File: src/rtl/fpu_pkg.sv
// Shared FPU definitions: binary32 field layout, divider quotient width,
// divider state encoding and a parameter legality helper.
package fpu_pkg;

  localparam int FP_EXP_W   = 8;
  localparam int FP_FRAC_W  = 23;
  localparam int FP_BIAS    = 127;
  localparam int FP_EXP_MAX = 255;
  localparam int QBITS      = 26;

  typedef enum logic [1:0] {
    IDLE,
    DIV,
    NORM,
    DONE
  } fdiv_state_t;

  typedef struct packed {
    logic                 sign;
    logic [FP_EXP_W-1:0]  exp;
    logic [FP_FRAC_W-1:0] frac;
  } fp32_t;

  // Only divisors of the quotient width give a whole number of DIV cycles.
  function automatic bit bpc_legal(int bpc);
    return (bpc == 1) || (bpc == 2) || (bpc == 13) || (bpc == 26);
  endfunction

endpackage

File: src/rtl/fdiv_seq_if.sv
// Operand/result handshake bundle for the iterative divider.
interface fdiv_seq_if;

  logic        in_valid;
  logic        in_ready;
  logic [31:0] x1;
  logic [31:0] x2;
  logic        out_valid;
  logic        out_ready;
  logic [31:0] y;

  modport master (
    output in_valid, x1, x2, out_ready,
    input  in_ready, out_valid, y
  );

  modport slave (
    input  in_valid, x1, x2, out_ready,
    output in_ready, out_valid, y
  );

endinterface

File: src/rtl/fdiv_special.sv
// Operand classification for the simplified binary32 model: exponent field 0
// is zero, exponent field 255 is infinity. Shared with fmul.
module fdiv_special
  import fpu_pkg::*;
(
  input  fp32_t a,
  input  fp32_t b,
  output logic  force_zero,
  output logic  force_inf,
  output logic  sign
);

  // Priority-ordered special-case decode; zero/inf are mutually exclusive.
  always_comb begin
    force_zero = 1'b0;
    force_inf  = 1'b0;
    sign       = a.sign ^ b.sign;
    if (a.exp == '0) begin
      force_zero = 1'b1;
    end else if (b.exp == '0) begin
      force_inf = 1'b1;
    end else if (a.exp == '1) begin
      force_inf = 1'b1;
    end else if (b.exp == '1) begin
      force_zero = 1'b1;
    end
  end

endmodule

File: src/rtl/fdiv_seq.sv
// Iterative binary32 divider y = x1 / x2 with restoring mantissa division.
// Optional macro FDIV_ROUND_NEAREST_EN: round to nearest, ties to even;
// without it the result is truncated toward zero, matching fmul.
// NORM takes two cycles (normalise, then round/range/special), so the
// latency from acceptance to out_valid is QBITS/BITS_PER_CYCLE + 2.
module fdiv_seq
  import fpu_pkg::*;
#(
  parameter int BITS_PER_CYCLE = 1
) (
  input  logic     clk,
  input  logic     rstn,
  fdiv_seq_if.slave bus
);

  localparam int                 N          = QBITS / BITS_PER_CYCLE;
  localparam logic [4:0]         LAST_ITER  = 5'(N - 1);
  localparam logic signed [9:0]  EXP_BIAS_S = 10'(FP_BIAS);
  localparam logic signed [9:0]  EXP_MAX_S  = 10'(FP_EXP_MAX);

  generate
    if (!bpc_legal(BITS_PER_CYCLE)) begin : g_bad_bpc
      $fatal(1, "fdiv_seq: BITS_PER_CYCLE must be 1, 2, 13 or 26");
    end
  endgenerate

  fdiv_state_t        state;
  logic               in_ready_r;
  logic               out_valid_r;
  logic [31:0]        y_r;
  logic [4:0]         iter_cnt;
  logic               sign_r;
  logic               force_zero_r;
  logic               force_inf_r;
  logic signed [9:0]  exp_r;
  logic [23:0]        m2_r;
  logic [24:0]        rem_r;
  logic [QBITS-1:0]   q_r;
  logic [FP_FRAC_W-1:0] frac_r;
`ifdef FDIV_ROUND_NEAREST_EN
  logic               guard_r;
  logic               sticky_r;
`endif

  fp32_t a;
  fp32_t b;
  logic  sp_zero;
  logic  sp_inf;
  logic  sp_sign;

  assign a = bus.x1;
  assign b = bus.x2;

  fdiv_special u_special (
    .a          (a),
    .b          (b),
    .force_zero (sp_zero),
    .force_inf  (sp_inf),
    .sign       (sp_sign)
  );

  logic [24:0]        rem_nxt;
  logic [QBITS-1:0]   q_nxt;

  // Retire BITS_PER_CYCLE restoring-division steps; remainder stays below 2*m2.
  always_comb begin
    rem_nxt = rem_r;
    q_nxt   = q_r;
    for (int i = 0; i < BITS_PER_CYCLE; i++) begin
      if (rem_nxt >= {1'b0, m2_r}) begin
        q_nxt   = {q_nxt[QBITS-2:0], 1'b1};
        rem_nxt = (rem_nxt - {1'b0, m2_r}) << 1;
      end else begin
        q_nxt   = {q_nxt[QBITS-2:0], 1'b0};
        rem_nxt = rem_nxt << 1;
      end
    end
  end

  logic                 round_up;
  logic signed [9:0]    rnd_exp;
  logic [FP_FRAC_W-1:0] rnd_frac;
  logic [31:0]          y_nxt;

  // Rounding, exponent range limits and special-case override of the result.
  always_comb begin
    round_up = 1'b0;
`ifdef FDIV_ROUND_NEAREST_EN
    round_up = guard_r & (sticky_r | frac_r[0]);
`endif
    {rnd_exp, rnd_frac} = {exp_r, frac_r} + 33'(round_up);
    if (force_zero_r) begin
      y_nxt = {sign_r, 31'b0};
    end else if (force_inf_r) begin
      y_nxt = {sign_r, 8'hFF, 23'b0};
    end else if (rnd_exp <= 10'sd0) begin
      y_nxt = {sign_r, 31'b0};
    end else if (rnd_exp >= EXP_MAX_S) begin
      y_nxt = {sign_r, 8'hFF, 23'b0};
    end else begin
      y_nxt = {sign_r, rnd_exp[7:0], rnd_frac};
    end
  end

  // Control FSM and datapath registers; handshake outputs are registered.
  always_ff @(posedge clk) begin
    if (!rstn) begin
      state       <= IDLE;
      in_ready_r  <= 1'b1;
      out_valid_r <= 1'b0;
      y_r         <= '0;
      iter_cnt    <= '0;
    end else begin
      case (state)
        IDLE: begin
          if (bus.in_valid) begin
            sign_r       <= sp_sign;
            force_zero_r <= sp_zero;
            force_inf_r  <= sp_inf;
            exp_r        <= $signed({2'b00, a.exp}) - $signed({2'b00, b.exp}) + EXP_BIAS_S;
            rem_r        <= {2'b01, a.frac};
            m2_r         <= {1'b1, b.frac};
            q_r          <= '0;
            iter_cnt     <= '0;
            in_ready_r   <= 1'b0;
            state        <= DIV;
          end
        end
        DIV: begin
          rem_r <= rem_nxt;
          q_r   <= q_nxt;
          if (iter_cnt == LAST_ITER) begin
            iter_cnt <= '0;
            state    <= NORM;
          end else begin
            iter_cnt <= iter_cnt + 5'd1;
          end
        end
        NORM: begin
          if (iter_cnt == 5'd0) begin
            if (q_r[QBITS-1]) begin
              frac_r <= q_r[24:2];
`ifdef FDIV_ROUND_NEAREST_EN
              guard_r <= q_r[1];
`endif
            end else begin
              frac_r <= q_r[23:1];
              exp_r  <= exp_r - 10'sd1;
`ifdef FDIV_ROUND_NEAREST_EN
              guard_r <= q_r[0];
`endif
            end
`ifdef FDIV_ROUND_NEAREST_EN
            sticky_r <= |rem_r;
`endif
            iter_cnt <= 5'd1;
          end else begin
            y_r         <= y_nxt;
            out_valid_r <= 1'b1;
            iter_cnt    <= '0;
            state       <= DONE;
          end
        end
        DONE: begin
          if (out_valid_r && bus.out_ready) begin
            out_valid_r <= 1'b0;
            in_ready_r  <= 1'b1;
            state       <= IDLE;
          end
        end
        default: begin
          state <= IDLE;
        end
      endcase
    end
  end

  assign bus.in_ready  = in_ready_r;
  assign bus.out_valid = out_valid_r;
  assign bus.y         = y_r;

endmodule

File: src/flat_wrapper.sv
// flat-port wrapper written by rule: the top's interface ports become plain ports
module fdiv_seq_flat import fpu_pkg::*;
#(
  parameter int BITS_PER_CYCLE = 1
)
  (clk, rstn, bus_in_valid, bus_x1, bus_x2, bus_out_ready, bus_in_ready, bus_out_valid, bus_y);
  fdiv_seq_if bus_i ();
  input  logic clk;
  input  logic rstn;
  input wire logic [$bits(bus_i.in_valid)-1:0] bus_in_valid;
  input wire logic [$bits(bus_i.x1)-1:0] bus_x1;
  input wire logic [$bits(bus_i.x2)-1:0] bus_x2;
  input wire logic [$bits(bus_i.out_ready)-1:0] bus_out_ready;
  output wire logic [$bits(bus_i.in_ready)-1:0] bus_in_ready;
  output wire logic [$bits(bus_i.out_valid)-1:0] bus_out_valid;
  output wire logic [$bits(bus_i.y)-1:0] bus_y;
  assign bus_i.in_valid = bus_in_valid;
  assign bus_i.x1 = bus_x1;
  assign bus_i.x2 = bus_x2;
  assign bus_i.out_ready = bus_out_ready;
  assign bus_in_ready = bus_i.in_ready;
  assign bus_out_valid = bus_i.out_valid;
  assign bus_y = bus_i.y;
  fdiv_seq #(.BITS_PER_CYCLE(BITS_PER_CYCLE)) u_core (.clk(clk), .rstn(rstn), .bus(bus_i));
endmodule
File: config.mk
export PLATFORM = sky130hd
export DESIGN_NAME = fdiv_seq_flat
export DESIGN_NICKNAME = d
export VERILOG_FILES = /design/src/rtl/fpu_pkg.sv /design/src/rtl/fdiv_seq_if.sv /design/src/rtl/fdiv_special.sv /design/src/rtl/fdiv_seq.sv /design/src/flat_wrapper.sv
export SDC_FILE = /design/constraint.sdc
export NUM_CORES = 1
export LEC_CHECK = 0
export CAP_MARGIN = 10
export CORE_MARGIN = 5
export CORE_UTILIZATION = 45
export CTS_BUF_LIST = sky130_fd_sc_hd__clkbuf_16
export CTS_CLUSTER_DIAMETER = 80
export CTS_CLUSTER_SIZE = 24
export DETAILED_ROUTE_END_ITERATION = 7
export PLACE_DENSITY = 0.68
export SLEW_MARGIN = 25
export SYNTH_ARGS = -nofsm -noshare
export SYNTH_HDL_FRONTEND = slang
export SYNTH_SLANG_ARGS = --single-unit
File: constraint.sdc
create_clock -name clk -period 5.3 [get_ports clk]
set_input_delay 1.06 -clock clk [delete_from_list [all_inputs] [get_ports clk]]
set_output_delay 1.06 -clock clk [all_outputs]
set_load 0.02 [all_outputs]
# Word-level counts from Yosys, hierarchy flattened
# Cells that the tools add are included.
op_classes:
  order_cmp: 3
  n_mux: 35
  n_reduce_logical: 19
  addsub: 5
  bitwise: 2
  n_eq_ne: 12
op_table:
  columns: ["operator", "n"]
  rows:
  - ["$mux 31", 4]
  - ["$pmux 26 s2", 1]
  - ["$mux 25", 2]
  - ["$pmux 25 s2", 1]
  - ["$mux 10", 3]
  - ["$mux 26", 1]
  - ["$ge 25x24->1", 1]
  - ["$sub 24x24->24", 1]
  - ["$mux 23", 1]
  - ["$pmux 10 s2", 1]
  - ["$eq 8x8->1 const B", 2]
  - ["$logic_not 8->1", 2]
  - ["$pmux 5 s3", 1]
  - ["$reduce_and 3->1", 5]
  - ["$mux 1", 11]
  - ["$add 10x8->10 const B", 1]
  - ["$ge 10x9->1 const B", 1]
  - ["$le 10x1->1 const B", 1]
  - ["$mux 5", 2]
  - ["$sub 10x2->10 const B", 1]
  - ["$sub 8x8->9", 1]
  - ["$mux 2", 4]
  - ["$pmux 2 s4", 1]
  - ["$reduce_bool 2->1", 4]
  - ["16 further kinds", 23]
totals:
  register_bits: 151
  word_cells: 89
  out_inout_bits: 34
  inputBits: 68

# Logic depth before layout (Yosys ltp)
depth:
  ltp_word: 5
  depth_mapped: 13
  depth_no_buf: 11

# Hierarchy
# From an unflattened synthesis, not the netlist that was laid out.
unflattened:
  hier_cells: 774
  area_unflattened_um2: 8226.6
by_module_without_submodules:
  columns: ["module", "seq_area_each_um2", "area_each_um2", "n_inst", "cells_per_inst"]
  rows:
  - ["fdiv_seq", 4124.0, 8134.1, 1, 760]
  - ["fdiv_special", 0.0, 92.6, 1, 14]

# Worst setup path after synthesis
# No wires, ideal clock.
synth_path:
  path_kind: "input -> register"
  startpoint: "in rstn"
  endpoint: "reg u_core.q_r[0], enable pin"
  required_time_ns: 4.840
  path_buffers: 1
  path_stages: 3
  path_slack_ns: 1.265
  t_arrival_ns: 3.576
  cell_sequence: "clkinv_1 -> clkbuf_1 -> nor2_1"
synth_between:
  elab_chain_len: 1
synth_rtl:
  columns: ["element", "line_no", "rtl"]
  rows:
  - ["from (decl)", "flat_wrapper.sv:9", "input logic rstn;"]
  - ["$reduce_and 3->1 (no source line)", null, null]
  - ["to (signal assigned)", "fdiv_seq.sv:131", "q_r <= q_nxt;"]
  - ["to (decl)", "fdiv_seq.sv:38", "logic [QBITS-1:0] q_r;"]
# No other way between the ends.
# A chain may end at the register's enable or synchronous reset.

# Worst setup path in the final report
layout_path:
  startpoint: "in bus_x2[24]"
  endpoint: "reg u_core.exp_r[8], data pin"
layout_between:
  elab_chain_len: 4
layout_rtl:
  columns: ["element", "line_no", "rtl"]
  rows:
  - ["from (decl)", "flat_wrapper.sv:12", "input wire logic [$bits(bus_i.x2)-1:0] bus_x2;"]
  - ["$sub 8x8->9", "fdiv_seq.sv:120", "exp_r <= $signed({2'b00, a.exp}) - $signed({2'b00, b.exp}) + EXP_BIAS_S;"]
  - ["$add 10x8->10", "fdiv_seq.sv:120", null]
  - ["$mux 10", "fdiv_seq.sv:116", "if (bus.in_valid) begin"]
  - ["$pmux 10 s2", "fdiv_seq.sv:114", "case (state)"]
  - ["to (signal assigned)", "fdiv_seq.sv:120", null]
  - ["to (signal assigned)", "fdiv_seq.sv:148", "exp_r <= exp_r - 10'sd1;"]
  - ["to (decl)", "fdiv_seq.sv:35", "logic signed [9:0] exp_r;"]
# No other way between the ends. The select of a mux whose other input is x is not followed.

==> impl.org <==
** Layout
- Cells with a size suffix above 1 make up 10.2% of the layout.
- Layout overhead on the synthesized area :: 21.3%
- Final nets :: 991
- With fillers left out, the area of the finished cells amounts to 0.0101 mm^2.
- Number of antenna cells inserted :: 0

** Die
- Cell Rows :: 49
- DIE WIDTH :: between 100 and 150 um
- Pin placement for this block handled 102 I/O pins.
- The total area inside the core boundary comes to 0.0181 mm^2.
- The die covers roughly 0.021 mm^2.
- Effective utilization at floorplan :: about 46%
- Vertical die dimension :: 146 um

** Place
- Post-Place Cell Area :: 0.00948 mm^2
- Detailed placement HPWL :: 11900 um
- At the end of routability-driven placement, the weighted congestion stood at 0.781.
- Port buffering added 101 buffers.

** Routing
- Routed vias/inst :: 5.33
- In the routed design, unresolved DRC markers number 0.
- Total routed wirelength :: 16800 um
- Initial DRC count :: between 200 and 300
- Final ANT Viol Nets :: 0
- Before antenna repair, the detailed router went through 4 iterations.
- After detailed routing, the average wire length per cell comes to 15.0 um.
- Vias post-DR :: 5978

** Synth
- Counting flops and latches in the post-synthesis netlist gives 151.
- In this run, distinct cell masters in the synthesized netlist total 72.
- Counting flops with a built-in enable in the synthesized netlist gives between 100 and 150.
- Dominant synthesized flop cell :: edfxtp_1
- Synthesized instance count :: 786
- Each instance of the synthesized netlist takes up on average between 10 and 15 um^2.
- Cell area after synthesis :: 0.00831 mm^2
- Yosys printed 0 warnings.
- Net count after synthesis :: ~900
- Seq/Total Area, Yosys :: between 40% and 50%
- Of all flip-flops after synthesis, the portion carrying an async set or reset was 0%.

** Setup path
- At the worst endpoint, the required time is 5.47 ns.
- In this run the critical register-to-register path is launched from u_core.rem_r[3].
- In this design, the stage delay of the slowest critical-path cell is 0.49 ns.
- Crit path DAT :: 3.69 ns
- Of all nets on the critical path, the largest fanout is 4.
- Critical path start-end classification :: in -> reg
- Setup crit start kind :: primary input
- Endpoint of the most critical register-to-register path :: u_core.rem_r[10]
- The number of cells on the worst reg-to-reg path is 8.
- Across all register-to-register paths, the minimum setup slack is 1.96 ns.
- The signal on the critical path passes through clkdlybuf4s50_1 > inv_1 > ha_1 > nor2b_1 > o21a_1 > o21a_1 > o41a_1 > xor2_1 > o22ai_1 > xor2_1 > a31o_2.
- Sort of element at the end of the critical path :: flip-flop
- Worst-path cell with the longest stage delay :: clkdlybuf4s50_1

** Clock network
- Clock tree from TritonCTS :: built
- Clock input transition at the sequential cells of the worst setup and hold paths :: 0.06 ns
- Post-CTS Repair Setup Buffers :: 0
- The clock reaches the later pin of the worst-skew pair after 0.42 ns.
- Quantity of gates resized following cts :: 0
- Number of buffers created by CTS :: 17
- CTS Sinks :: 151
- The number of hold buffers added after CTS was 0.
- Max H-tree Level :: 4
- Root Buffer :: clkbuf_16
- The clock passes through at most 2 buffers.

** STA
- Final number of max-transition violations :: 0
- Headroom to the max-slew limit :: 38.2%
- Highest Clock Rate :: 284 MHz
- Between clock sinks in the finished design, the worst skew comes to 0.00770 ns.
- Finish-stage setup viols :: 0
- Final Critical Period :: 3.52 ns
- Setup repair after global routing left no endpoint under its margin.
- Number of hold violations in the final report :: 0
- In the final timing run, aggregate negative setup slack is 0 ns.
- Final period utilization :: 66.5%
- Slew at the pin closest to its max-slew limit :: 0.927 ns

** Global route
- In the global route stage, overall resource usage came out at 16.0%.
- Global routing met1 resource utilization :: 21.0%
- Entering global routing, the biggest net connects 77 pins.
- Global-route layer with the greatest usage :: met2
- Initial antenna violation count :: 0
- The number of global-route vias before repair is 5941.
- In the global route stage, met3 resource usage came out at 3.55%.
- Met2 usage in global routing :: 26.7%
- Wire length of the first global-routing pass :: 28400 um
- Global routing finished with a remaining overflow of 0.

** Worst hold path
- The worst hold path passes through 2 cells.
- Worst min path class :: reg -> reg
- Hold Crit Endpoint :: u_core.bus.y[26]
- The startpoint identified for the worst hold timing path is u_core.bus.y[26].

** Power
- IR analysis of the VDD net gives a maximum drop of 0.272 mV.
- Power density over the cells :: around 440 mW/mm^2
- For this design the static power due to leakage is 3.78 nW.

** Status
- The run finished with clean final reports.

** Run
- Max-cap violations :: 0
[placed cells by master (no fill, tap or decap), types with 4 or more instances in the layout]
| master | n |
|---|---|
| a211oi_1 | 6 |
| a21o_1 | 11 |
| a21oi_1 | 67 |
| a22oi_1 | 25 |
| and2_1 | 28 |
| and3_1 | 5 |
| buf_4 | 7 |
| clkbuf_16 | 19 |
| clkdlybuf4s50_1 | 101 |
| dfxtp_1 | 41 |
| edfxtp_1 | 110 |
| ha_1 | 42 |
| inv_1 | 47 |
| inv_6 | 5 |
| mux2_2 | 27 |
| mux2i_1 | 14 |
| nand2_1 | 34 |
| nand2b_1 | 7 |
| nand3_1 | 11 |
| nand4_1 | 11 |
| nand4b_1 | 4 |
| nor2_1 | 90 |
| nor2b_1 | 9 |
| nor3_1 | 11 |
| nor4_1 | 5 |
| o21a_1 | 8 |
| o21ai_0 | 28 |
| o21bai_1 | 9 |
| xnor2_1 | 20 |
| xor2_1 | 18 |
[sequential cells by signal, indices dropped and copies added, names as in the netlist]
signal	cells
u_core.state	2
u_core.bus.out_valid	1
u_core.sign_r	1
u_core.iter_cnt	5
u_core.exp_r	10
u_core.rem_r	25
u_core.force_zero_r	1
u_core.bus.in_ready	1
u_core.frac_r	23
u_core.force_inf_r	1
u_core.q_r	26
u_core.bus.y	32
u_core.m2_r	23
[critical path: cells and delay by family]
kind,cells,cell delay [ns]
AO/OA/AOI/OAI,5,1.18
AND/OR/NAND/NOR,1,0.16
adder cells (fa/ha/maj),1,0.31
XOR/XNOR,2,0.45
buffers and inverters,2,0.55
[worst max path at each step]
stage / startpoint / to / cells after the start
2_1_floorplan: rstn / u_core.q_r[0] / 3
3_3_place_gp: bus_x2[24] / u_core.exp_r[8] / 11
3_5_place_dp: bus_x2[24] / u_core.exp_r[8] / 11
4_1_cts: bus_x2[24] / u_core.exp_r[8] / 11
5_1_grt: rstn / u_core.rem_r[8] / 4
6_report: bus_x2[24] / u_core.exp_r[8] / 11
[synth_stat cells (7+ instances only)]
master,n,area [um^2]
o21ai_0,28,140
nand2_1,34,128
inv_1,47,176
a22oi_1,25,188
nor2b_1,9,56.3
mux2_2,27,304
mux2i_1,14,140
a21o_1,11,82.6
ha_1,43,538
nand4_1,11,68.8
nor2_1,92,345
clkbuf_1,23,86.3
a21oi_1,67,335
nor3_1,11,55.1
nand2b_1,7,43.8
o21bai_1,9,67.6
edfxtp_1,110,3300
dfxtp_1,41,821
o21a_1,8,60.1
xor2_1,18,158
and2_1,28,175
xnor2_1,20,175
nand3_1,11,55.1
[layer usage]
layer | wire length (um) | vias up
met3 | 684 | 17
met4 | 215 | 0
met5 | 0 | -
li1 | - | 3064
met2 | 7900 | 118
met1 | 8000 | 2779
[cell families (layout without fill, tap and decap cells)]
| kind of cell | count (synthesis) | in the layout | share of synthesized area, % |
|---|---|---|---|
| AOI/OAI and AO/OA | 194 | 194 | 15.7 |
| adders and majority gates | 44 | 44 | 6.71 |
| muxes | 41 | 41 | 5.34 |
| DFF | 151 | 151 | 49.6 |
| buffers and inverters | 83 | 189 | 4.49 |
| and+or+nand+nor | 235 | 235 | 14.1 |
| xor gates and xnor gates | 38 | 38 | 4.00 |
[final cells by class]
class,instances,area (um^2)
clock buffers,19,475
clock inverters,13,101
fillers,1551,8010
inverters,48,180
multi-input cells,552,3830
flip-flops and latches,151,4120
well taps,229,287
repair buffers,109,1080
[where the power goes]
group          internal (mW)  total (mW)  switching [mW]  leakage (nW)
clock                  0.667        1.17           0.506         0.294
sequential              1.58        1.71           0.136          1.35
combinational          0.678        1.57           0.894          2.13
[stage by stage]
stage | util, % | hold slack, ns | cells | setup WS (ns) | power [mW]
floorplan | - | 0.453 | 786 | 1.26 | 2.96
global route | 55.7 | 0.478 | 1121 | 1.61 | 4.77
CTS | 55.6 | 0.457 | 1120 | 1.79 | 4.50
global placement | 52.4 | 0.447 | 1088 | 1.40 | 3.28
finish | 55.7 | 0.456 | 1121 | 1.78 | 4.46
detailed placement | 52.4 | 0.448 | 1088 | 1.36 | 3.30
Note: power is estimated with default switching activity, not from simulation.
==> RTL edit 1 (same flow settings) <==
The option `FDIV_ROUND_NEAREST_EN` is turned on by a define.
--- a/src/rtl/fdiv_seq.sv
+++ b/src/rtl/fdiv_seq.sv
@@ -5,2 +5,4 @@
 // latency from acceptance to out_valid is QBITS/BITS_PER_CYCLE + 2.
+`define FDIV_ROUND_NEAREST_EN
+
 module fdiv_seq
Behaviour: no difference found for any inputs over 10 cycles, from zero or initial values and one cycle with rstn low; that may be too few to reach the edited logic, so the function may still have changed.
==> RTL edit 1 against the original RTL <==
Register-to-register slack better by 0.02 ns. Cell area rose by 8.1%. Setup slack worse by 0.27 ns. Synthesized area rose by 8.8%. Power increased by 1.7%. Synthesized cell count is 13% higher. Hold slack worse by 0.0067 ns. Sequential cell count grew 2. Sequential share of layout area shrank 2.5 points. Clock skew is 0.0013 ns higher. Wire length is 14% higher. Die area up 8.2%.
==> RTL edit 1: results (changes against the original RTL) <==
- GPL Wtd Cong: 0.900 (was 0.781)
- WP data arrival: 4.07 ns (was 3.69 ns)
- NumNets Final: 1097 (was 991)
- Syn_nets: 1002 (was 898)
- Sequential-to-total area share from yosys stat: 0.463 (was 0.496)
- Slew @ Worst Pin: 0.803 ns (was 0.927 ns)
- Reg2reg path depth: 11 (was 8)
- HP Start: u_core.bus.y[2] (was u_core.bus.y[26])
- Detailed Route Iter0 Violations: 299 (was 296)
- Vias in the first global route: 6471 (was 5941)
- First-pass GRT wire length: 31100 um (was 28400 um)
- Placed Instances: 1228 (was 1088)
- Library cells used by synthesis: 67 (was 72)
- Share of cells above drive strength 1: 0.101 (was 0.102)
- Cell Count, Final, Fillers Out: 1261 (was 1121)
- Top cells by count, synth: edfxtp_1, nand2_1, nor2_1, inv_1, a21oi_1 (was edfxtp_1, nor2_1, a21oi_1, inv_1, ha_1)
- Final min period: 3.80 ns (was 3.52 ns)
- Routed len/inst: 15.3 um (was 15.0 um)
- Leak Pwr: 0.00407 uW (was 0.00378 uW)
- Total GRT Usage: 0.169 (was 0.160)
- DP Worst Slack: 1.03 ns (was 1.36 ns)
- Worst Setup SP: bus_x2[23] (was bus_x2[24])
- RR Endpoint: u_core.bus.y[3] (was u_core.rem_r[10])
- Post-DP Area: 0.0103 mm2 (was 0.00948 mm2)
- Max FO, Critical Path: 3 (was 4)
- Status: complete, no violations (unchanged)
[RTL edit 1: changes by cell type after synthesis, sizes merged, moves of 9 or more]
cell,unedited run,this run
and3,5,14
o21ai,30,46
nand2,34,74
xnor2,20,39
nor4,5,16
nand3,11,33
xor2,18,30
inv,47,57
a22oi,25,3
mux2i,14,24
nor2,92,63
nand4,11,20
a21oi,67,54
[RTL edit 1: cells by family (layout without fill, tap and decap cells)]
logic type,Yosys count,after routing,synth area share
buffers and inverters,88,196,0.0400
adders and majority gates,46,46,0.0653
DFF,153,153,0.463
and+or+nand+nor,310,310,0.179
AOI/OAI and AO/OA,170,170,0.125
muxes,52,52,0.0614
xor gates and xnor gates,69,69,0.0668
[RTL edit 1: critical path, cell delays in order]
cell and delay [ns]:
clkdlybuf4s50_1 0.50, ha_1 0.18, inv_1 0.06, fa_1 0.40, a21o_1 0.18, a21oi_1 0.24, xnor2_1 0.15, a2111oi_0 0.75
nand2b_1 0.16, a21o_1 0.21, a31oi_1 0.18
[RTL edit 1: layout make-up]
type,instances,area (um2)
fill,1772,8750
timing repair buffer,107,1080
tap,265,332
sequential,153,4180
inverter,57,214
multi-input combinational,647,4550
clock buffer,17,425
clock inverter,15,118
[RTL edit 1: routing by layer]
layer / GRT usage / up-vias / share of wire
li1: - / 3424 / -
met1: 0.227 / 3133 / 0.47
met2: 0.280 / 130 / 0.47
met3: 0.0297 / 22 / 0.044
met4: 0.0481 / 0 / 0.012
met5: 0 / - / 0
[RTL edit 1: power breakdown]
part | internal, uW | leakage, uW | total (uW) | switching, uW
sequential | 1600 | 0.00137 | 1790 | 195
clock | 608 | 0.000274 | 1120 | 516
combinational | 703 | 0.00243 | 1620 | 914
==> RTL edit 2 (config.mk and constraints unchanged) <==
Made on the original files. Encoding of `fdiv_state_t`: now one-hot (4 bits for 4 states).
--- a/src/rtl/fpu_pkg.sv
+++ b/src/rtl/fpu_pkg.sv
@@ -10,7 +10,7 @@
 
-  typedef enum logic [1:0] {
-    IDLE,
-    DIV,
-    NORM,
-    DONE
+  typedef enum logic [3:0] {
+    IDLE = 4'b0001,
+    DIV  = 4'b0010,
+    NORM = 4'b0100,
+    DONE = 4'b1000
   } fdiv_state_t;
Check against the original RTL: same outputs for any inputs over 10 cycles, from zero or initial values and one cycle with rstn low; not proved beyond that.
==> RTL edit 2 against the original RTL <==
Wire length rose by 1.2%. Cell area decreased by 0.97%. Synthesized area down 1.7%. Utilization is essentially flat. Setup slack got worse by 0.082 ns. Sequential cell count grew 2. Die area fell by 1.5%. Critical endpoint is now u_core.exp_r[9].
Power is not compared: it rests on default switching activity, and its combinational part moved more than twofold at a synthesized area within 25%.
==> RTL edit 2: results (changes against the original RTL) <==
- Placed Instances: 1077 (was 1088)
- HP Start: u_core.bus.y[24] (was u_core.bus.y[26])
- Top cells by count, synth: edfxtp_1, nand2_1, nor2_1, inv_1 (was edfxtp_1, nor2_1, a21oi_1, inv_1, ha_1)
- Hold Path Class: flip-flop to flip-flop (unchanged)
- GPL Wtd Cong: 0.805 (was 0.781)
- Mux cell area share after synthesis: 0.0577 (was 0.0534)
- PortBufs: 101 (unchanged)
- NumNets Final: 974 (was 991)
- Synth warnings: 0 (unchanged)
- Reg2reg start: u_core.rem_r[1] (was u_core.rem_r[3])
- First-pass GRT wire length: 27900 um (was 28400 um)
- Vias: 6002 (was 5978)
- Reg2reg path depth: 10 (was 8)
- Period utilisation layout: 0.680 (was 0.665)
- Worst Clk Skew: 0.0113 ns (was 0.00770 ns)
- Global routing usage on met3: 0.0371 (was 0.0355)
- Worst R2R Setup Slack: 1.94 ns (was 1.96 ns)
- WP data arrival: 3.86 ns (was 3.69 ns)
- Max FO, Critical Path: 6 (was 4)
- Met1 usage: 0.219 (was 0.210)
- Slew @ Worst Pin: 1.08 ns (was 0.927 ns)
- Post-DP Area: 0.00941 mm2 (was 0.00948 mm2)
- Synth top area cells: edfxtp_1, dfxtp_1, ha_1 (unchanged)
- Library cells used by synthesis: 67 (was 72)
- Vias in the first global route: 5756 (was 5941)
- Post-synthesis adder-cell area fraction: 0.0620 (was 0.0671)
- DR WL met3: 617 um (was 684 um)
- Dpl hpwl: 12100 um (was 11900 um)
- Crit-path leading delay family: simple AND/OR/NAND/NOR gates (was compound AO/OA/AOI/OAI gates)
- Routed len/inst: 15.3 um (was 15.0 um)
- Drt first pass iters: 5 (was 4)
- Largest net degree at the start of global routing: 52 (was 77)
- DP Worst Slack: 1.27 ns (was 1.36 ns)
- WL met2: 8290 um (was 7900 um)
- Hold Slack: 0.455 ns (was 0.456 ns)
- Total Wirelength: 17000 um (was 16800 um)
- GR Layer Usage met2: 0.280 (was 0.267)
- EDFF count, synth: 110 (unchanged)
- Metal-1 WL: 7930 um (was 8000 um)
- Total GRT Usage: 0.167 (was 0.160)
- Status: complete, no violations (unchanged)
- Share of cells above drive strength 1: 0.0920 (was 0.102)
- Detailed Route Iter0 Violations: 308 (was 296)
- Sequential-to-total area share from yosys stat: 0.509 (was 0.496)
- Syn_nets: 878 (was 898)
- Hold EP: u_core.bus.y[24] (was u_core.bus.y[26])
- Post-Syn Instances: 771 (was 786)
- Xor and xnor fraction of the mapped netlist area: 0.0386 (was 0.0400)
- Compound-Gate Fraction of Synth Area: 0.151 (was 0.157)
-- RTL edit 2: cell types whose count changed in the layout (fill, tap and decap cells not counted), moves of 5 or more --
cell / change
mux2i_1: +5
nor2_1: -29
nand2_1: +35
or3_1: +5
nor2b_1: -6
o21ai_0: +15
a21oi_1: -27
-- RTL edit 2: where the power goes --
group / switching (uW) / internal, uW / total, uW
Clock: 513 / 639 / 1150
Combinational: 253 / 220 / 473
Sequential: 39.5 / 1350 / 1390
Total: 805 / 2210 / 3010
-- RTL edit 2: area by class of cell --
cell class	count	area [um2]
sequential	153	4160
fill	1578	7920
tap	229	287
timing repair buffer	108	1060
clock inverter	14	110
multi-input combinational	542	3740
inverter	45	169
clock buffer	18	450
-- RTL edit 2: worst max-delay path by stage --
stage	to	cells past startpoint
global placement	u_core.exp_r[9]	11
global route	u_core.exp_r[9]	11
detailed placement	u_core.exp_r[9]	11
CTS	u_core.exp_r[9]	11
finish	u_core.exp_r[9]	11
floorplan	u_core.q_r[0]	4
